### config.mk
export PLATFORM = sky130hd
export DESIGN_NAME = mag_estimator_flat
export DESIGN_NICKNAME = d
export VERILOG_FILES = /design/src/rtl/mag_estimator_if.sv /design/src/rtl/mag_estimator.sv /design/src/flat_wrapper.sv
export SDC_FILE = /design/constraint.sdc
export NUM_CORES = 1
export LEC_CHECK = 0
export CORE_ASPECT_RATIO = 0.75
export CORE_MARGIN = 3
export CORE_UTILIZATION = 40
export DETAILED_ROUTE_END_ITERATION = 10
export GPL_TIMING_DRIVEN = 0
export SLEW_MARGIN = 5
export SYNTH_ARGS = -nofsm -noshare
export SYNTH_HDL_FRONTEND = slang
export SYNTH_SLANG_ARGS = --single-unit
### constraint.sdc
create_clock -name clk -period 10.2 [get_ports clk]
set_input_delay 2.55 -clock clk [delete_from_list [all_inputs] [get_ports clk]]
set_output_delay 2.55 -clock clk [all_outputs]
set_load 0.02 [all_outputs]
### src/rtl/mag_estimator_if.sv
// Sample/result bundle for the magnitude estimator.
// Handshake: in_valid qualifies in_i/in_q on every rising edge with no ready; next strobes one cycle per new amplitude.
interface mag_estimator_if;
    logic signed [15:0] in_i;
    logic signed [15:0] in_q;
    logic               in_valid;
    logic               clear_clip;
    logic        [15:0] amplitude;
    logic               next;
    logic               clip;

    modport master (
        output in_i, in_q, in_valid, clear_clip,
        input  amplitude, next, clip
    );

    modport slave (
        input  in_i, in_q, in_valid, clear_clip,
        output amplitude, next, clip
    );
endinterface

### src/rtl/mag_estimator.sv
// Alpha-max/beta-min magnitude estimate of I/Q samples, reporting the peak of every DECIM-sample window.
// Four pipeline stages: abs, sort, magnitude, window peak.
module mag_estimator #(
    parameter int DECIM = 4
) (
    input  logic            clk,
    input  logic            rst,
    mag_estimator_if.slave  bus
);
    localparam logic [7:0] LAST = 8'(DECIM - 1);

    logic [1:0]  rst_sync;
    logic        rst_s;

    logic [14:0] abs_i, abs_q;
    logic        v1;
    logic [14:0] mx, mn;
    logic        v2;
    logic [16:0] mag_full;
    logic [15:0] mag;
    logic        v3;
    logic [15:0] peak;
    logic [15:0] peak_next;
    logic [7:0]  cnt;
    logic        clip_set;

    function automatic logic [14:0] abs15(input logic signed [15:0] x);
        if (x == 16'sh8000)
            return 15'h7fff;
        else if (x[15])
            return 15'(-x);
        else
            return x[14:0];
    endfunction

    // Reset asserts asynchronously but releases two edges later, cleanly aligned to clk.
    always_ff @(posedge clk or negedge rst) begin
        if (!rst)
            rst_sync <= 2'b00;
        else
            rst_sync <= {rst_sync[0], 1'b1};
    end
    assign rst_s = rst_sync[1];

    assign clip_set  = bus.in_valid && (bus.in_i == 16'sh8000 || bus.in_q == 16'sh8000);
    // Both alpha and beta terms stay non-negative, so the sum never wraps in 17 bits.
    assign mag_full  = {2'b00, mx} - 17'(mx >> 4) + 17'(mn >> 1) - 17'(mn >> 5);
    assign peak_next = (mag > peak) ? mag : peak;

    always_ff @(posedge clk or negedge rst_s) begin
        if (!rst_s) begin
            abs_i         <= '0;
            abs_q         <= '0;
            v1            <= 1'b0;
            mx            <= '0;
            mn            <= '0;
            v2            <= 1'b0;
            mag           <= '0;
            v3            <= 1'b0;
            peak          <= '0;
            cnt           <= '0;
            bus.amplitude <= '0;
            bus.next      <= 1'b0;
            bus.clip      <= 1'b0;
        end else begin
            abs_i <= abs15(bus.in_i);
            abs_q <= abs15(bus.in_q);
            v1    <= bus.in_valid;

            mx <= (abs_i > abs_q) ? abs_i : abs_q;
            mn <= (abs_i > abs_q) ? abs_q : abs_i;
            v2 <= v1;

            mag <= 16'(mag_full);
            v3  <= v2;

            bus.next <= 1'b0;
            if (v3) begin
                if (cnt == LAST) begin
                    bus.amplitude <= peak_next;
                    bus.next      <= 1'b1;
                    peak          <= '0;
                    cnt           <= '0;
                end else begin
                    peak <= peak_next;
                    cnt  <= cnt + 8'd1;
                end
            end

            // A new clip event outranks a simultaneous clear.
            if (clip_set)
                bus.clip <= 1'b1;
            else if (bus.clear_clip)
                bus.clip <= 1'b0;
        end
    end
endmodule

### src/flat_wrapper.sv
// flat-port wrapper written by rule: the top's interface ports become plain ports
module mag_estimator_flat 
#(
    parameter int DECIM = 4
)
  (clk, rst, bus_in_i, bus_in_q, bus_in_valid, bus_clear_clip, bus_amplitude, bus_next, bus_clip);
  mag_estimator_if bus_i ();
  input  logic clk;
  input  logic rst;
  input wire logic [$bits(bus_i.in_i)-1:0] bus_in_i;
  input wire logic [$bits(bus_i.in_q)-1:0] bus_in_q;
  input wire logic [$bits(bus_i.in_valid)-1:0] bus_in_valid;
  input wire logic [$bits(bus_i.clear_clip)-1:0] bus_clear_clip;
  output wire logic [$bits(bus_i.amplitude)-1:0] bus_amplitude;
  output wire logic [$bits(bus_i.next)-1:0] bus_next;
  output wire logic [$bits(bus_i.clip)-1:0] bus_clip;
  assign bus_i.in_i = bus_in_i;
  assign bus_i.in_q = bus_in_q;
  assign bus_i.in_valid = bus_in_valid;
  assign bus_i.clear_clip = bus_clear_clip;
  assign bus_amplitude = bus_i.amplitude;
  assign bus_next = bus_i.next;
  assign bus_clip = bus_i.clip;
  mag_estimator #(.DECIM(DECIM)) u_core (.clk(clk), .rst(rst), .bus(bus_i));
endmodule
== Word-level counts from Yosys, hierarchy flattened ==
Cells that the tools add are included.
Storage, ports and cells
  register bits after elaboration: 123
  logic and storage cells: 42
Cells by class
  $add $sub $neg: 6
  $lt $le $gt $ge: 2
  equality and inequality tests: 3
  multiplexer cells: 13
  reductions and logical operators: 4
Operators with widths (number)
  $mux 15: 6
  $eq 16x16->1 const B: 2
  $mux 16: 2
  $neg 15->15: 2
  $add 16x14->16: 1
  $gt 16x16->1: 1
  $sub 15x11->16: 1
  $sub 16x10->16: 1
  $gt 15x15->1: 1
  $add 8x1->8 const B: 1
  $eq 8x2->1 const B: 1
  $mux 8: 1
  $mux 1: 4
  $reduce_and 2->1: 1
  $reduce_bool 2->1: 1
  $logic_and 1x1->1: 1
  $logic_or 1x1->1: 1

== Logic depth before layout (Yosys ltp) ==
  depth in word-level cells: 4
  mapped depth: 13

== Least setup slack after synthesis ==
Ideal clock, no wire load.
  path type: input to register
  from: input port bus_in_q[0]
  to: register u_core.abs_q[9]
  data arrival time: 4652 ps
  required time: 10134 ps
  path slack: 5481 ps
  stages on the path: 9
  buffers on the path: 2
  path through: inv_1 ha_1 or3b_1 or4_4 or3_1 or3b_1 buf_6 buf_6 nand2_1
On the way
  longest elaborated chain between the ends: 3
  elaborated cells on any way between the ends: 4
  classes of those cells: add/sub: 1; eq/ne: 1; mux: 2
Ends and longest elaborated chain
  from (decl): line flat_wrapper.sv:11  | input wire logic [$bits(bus_i.in_q)-1:0] bus_in_q;
  $neg 15->15: line mag_estimator.sv:31  | return 15'(-x);
  $mux 15: line mag_estimator.sv:30  | else if (x[15])
  $mux 15 *: line mag_estimator.sv:28  | if (x == 16'sh8000)
  to (signal assigned): line mag_estimator.sv:67  | abs_q <= abs15(bus.in_q);
  to (decl): line mag_estimator.sv:15  | logic [14:0] abs_i, abs_q;
Mark *: on every way between the ends. The rest lies on a longest branch, timed or not.
A chain may end at the register's enable or synchronous reset.

== Final worst setup path ==
  from: input port bus_in_q[0]
  to: register u_core.bus.clip
On the way
  longest elaborated chain between the ends: 4
  elaborated cells on any way between the ends: 5
  classes of those cells: eq/ne: 1; mux: 1; reduce/logical: 3
Ends and longest elaborated chain
  $eq 16x16->1 *: line mag_estimator.sv:45  | assign clip_set = bus.in_valid && (bus.in_i == 16'sh8000 || bus.in_q == 16'sh8000);
  $logic_or 1x1->1 *: line mag_estimator.sv:45
  $logic_and 1x1->1 *: line mag_estimator.sv:45
  $mux 1 / $reduce_bool 2->1 (equally long branches)
  to (signal assigned): line mag_estimator.sv:64  | bus.clip <= 1'b0;
  to (signal assigned): line mag_estimator.sv:92  | bus.clip <= 1'b1;
  to (signal assigned): line mag_estimator.sv:94  | bus.clip <= 1'b0;
  to (decl): line mag_estimator_if.sv:19  | output amplitude, next, clip
Marked as above.

==> results.json <==
{
  "ys_warn_count": 0,
  "hold_viol": 0,
  "fin_tns_setup_ns": 0,
  "antenna_found_initial": 0,
  "grt_max_degree": 63,
  "finalSetupViolations": 0,
  "ant_nets": 0,
  "ctsRootBufferMaster": "clkbuf_16",
  "post_cts_buffers": 0,
  "relSlewSlack": 0.500,
  "start_util": 0.419,
  "critPathMaxFanout": 6,
  "clk_latency_ns": 0.41,
  "slowest_delay_ns": 0.50,
  "maxSlewViolCount": 0,
  "fin_skew_ns": 0.0110,
  "synthCells": 655,
  "rows": 40,
  "htree_levels": 4,
  "crit-reg2reg-capture": "u_core.mag[12]$_DFF_PN0_",
  "syn_area_sq_um": 6910,
  "cts_buffer_depth": 2,
  "firstDrtPassIters": 4,
  "core_area_sq_um": 16500,
  "ios": 54,
  "vias": 4671,
  "path_common_cell": "or3b_1",
  "drtIter0Drc": 133,
  "worstMarginPinSlew_ns": 0.750,
  "syn2layout_area_growth_pct": 21.0,
  "remaining_drc_errors": 0,
  "fin_crit_sh": 0.491,
  "cts.sink_count": 122,
  "r2r_slack_ns": 6.58,
  "port_buffers": 53,
  "fmax_mhz": 200,
  "syn-num-nets": 768,
  "synth.avg_cell_area_sq_um": 10.5,
  "fin_crit_ns": 5.01,
  "worst_path_max_delay_cell": "or4_4",
  "cpLargestDelayFamily": "simple AND/OR/NAND/NOR gates",
  "yosysSeqAreaShare": 0.442,
  "synth_top_area_frac": 0.442,
  "end_kind": "flop",
  "cp_cell_sequence": "clkdlybuf4s50_1, inv_1, ha_1, or3b_1, or4_4, or3_1, or3b_1, buf_6, nand2_1, a22o_1",
  "drive_gt1_frac": 0.0985,
  "synth_edf_count": 0,
  "wl_per_cell_um": 13.8,
  "synth_top_area_cell": "dfrtp_1",
  "via_per_inst": 4.91,
  "hold_buffers": 0,
  "min_from": "u_core.v1$_DFF_PN0_",
  "synth_flop_cell": "dfrtp_1",
  "async_flop_share": 1.00,
  "crit_type": "in -> reg",
  "grt_overflow_total": 0,
  "track_usage": 0.149,
  "final_cell_mix": "121 x dfrtp_1, 95 x inv_1, 67 x nand2_1",
  "worst-endpoint-required_ns": 10.54,
  "r2r_cells": 13,
  "worstHoldEndpoint": "u_core.v2$_DFF_PN0_",
  "mostFrequentLayoutCell": "dfrtp_1",
  "grt_pass1_vias": 4995,
  "die_area_sq_um": 18900,
  "grt_pass1_wl_um": 22900,
  "min_path_cells": 0,
  "r2r-start": "u_core.mn[5]$_DFF_PN0_",
  "cts_resized": 0,
  "clk_pin_slew_worst_paths_ns": 0.06,
  "status": "finished clean",
  "ir_drop_uv": 180,
  "p_per_area_nw_per_um2": 325,
  "drt_wl_total_um": 13100,
  "die_w_um": 158,
  "synth_cell_types": 47,
  "cts-buffers-inserted": 17,
  "fill_cells": 1445,
  "cts_tree": "built",
  "crit_path_start_kind": "input port",
  "seq_area_sq_um": 3060,
  "ys_ff_latch": 122,
  "gp_congestion": 0.822,
  "p_leak_nw": 4.00,
  "critPathBufInv": 3,
  "antenna_cells": 0,
  "hp-class": "reg -> reg",
  "cap_violations": 0,
  "die_y_um": 120,
  "worstPathArrival_ns": 5.35,
  "p_total_w": 0.00272,
  "rsz0062_at_grt": "no",
  "synth_area_leaders": "dfrtp_1 44%, ha_1 10%, fa_1 6.4%",
  "nNetsFinal": 841,
  "multi_input_area_sq_um": 3410,
  "dp.final_hpwl_um": 10200
}
==> per-stage QoR <==
stage               hold WS (ns)   util  instances  setup slack [ns]  cell area (sq um)
finish                     0.350  0.507        951              5.19               8360
global route               0.363  0.507        951              5.11               8360
CTS                        0.355  0.507        951              5.22               8360
detailed placement         0.336  0.470        919              4.79               7730
global placement           0.337  0.468        918              4.82               7700
floorplan                  0.331      -        655              5.48               6910
==> registers in the layout (all words and copies together) (netlist names) <==
register,flops
u_core.mag,16
u_core.mx,15
u_core.bus.next,1
u_core.v1,1
u_core.bus.amplitude,16
u_core.mn,14
u_core.peak,16
u_core.cnt,8
u_core.abs_q,15
u_core.v3,1
u_core.abs_i,15
u_core.v2,1
u_core.bus.clip,1
u_core.rst_sync,2
==> kinds of logic after synthesis <==
group	count (synthesis)	synth area share
DFF	122	0.442
muxes	47	0.0735
xor gates and xnor gates	41	0.0520
adders and majority gates	77	0.163
buffers and inverters	113	0.0639
other	1	0.000543
and+or+nand+nor	136	0.0944
AOI/OAI and AO/OA	118	0.110
==> cell usage after synthesis (15+ instances only) <==
cell type	count
dfrtp_1	122
inv_1	95
nand2_1	67
ha_1	55
o21ai_0	38
mux2_2	30
a21oi_1	24
fa_1	22
xor2_1	21
xnor2_1	20
a22o_1	17
mux2i_1	17
nor2_1	15
==> how the worst max path moves through the flow <==
stage | end | from | cells after the start | slack, ns
4_1_cts | u_core.abs_q[13]$_DFF_PN0_ | bus_in_q[0] | 10 | 5.22
5_1_grt | u_core.bus.clip$_DFFE_PN0P_ | bus_in_q[0] | 10 | 5.11
3_5_place_dp | u_core.bus.clip$_DFFE_PN0P_ | bus_in_q[0] | 10 | 4.79
3_3_place_gp | u_core.abs_q[13]$_DFF_PN0_ | bus_in_q[0] | 10 | 4.82
2_1_floorplan | u_core.abs_q[9]$_DFF_PN0_ | bus_in_q[0] | 9 | 5.48
6_report | u_core.bus.clip$_DFFE_PN0P_ | bus_in_q[0] | 10 | 5.19
==> worst register-to-register path, delay by kind of cell (launching register included) <==
family | cells | cell delay [ns]
xor+xnor | 1 | 0.16
buf+inv | 3 | 0.16
compound gates | 3 | 0.94
fa+ha+maj | 4 | 1.61
simple gates | 2 | 0.21
flops | 1 | 0.40
==> metal layers <==
metal	GRT usage	wire (um)	vias to the layer above	share of wire
met1	0.189	6110	2193	0.46
met3	0.0317	414	20	0.032
met4	0.0504	262	0	0.020
met5	0	0	-	0
met2	0.254	6350	96	0.48
li1	-	-	2362	-
==> report_power, final <==
group	switching, W	internal (W)
registers	0.000112	0.000642
logic	0.000717	0.000623
clock network	0.000216	0.000409
total	0.00105	0.00167
==> cell type report <==
class | count | share of cell area
Timing Repair Buffer | 54 | 0.0668
Inverter | 95 | 0.0427
Multi-Input combinational cell | 420 | 0.408
Buffer | 18 | 0.0102
Sequential cell | 122 | 0.366
Clock buffer | 17 | 0.0509
Clock inverter | 15 | 0.0238
Tap cell | 210 | 0.0314
Note: power is estimated with default switching activity, not from simulation.
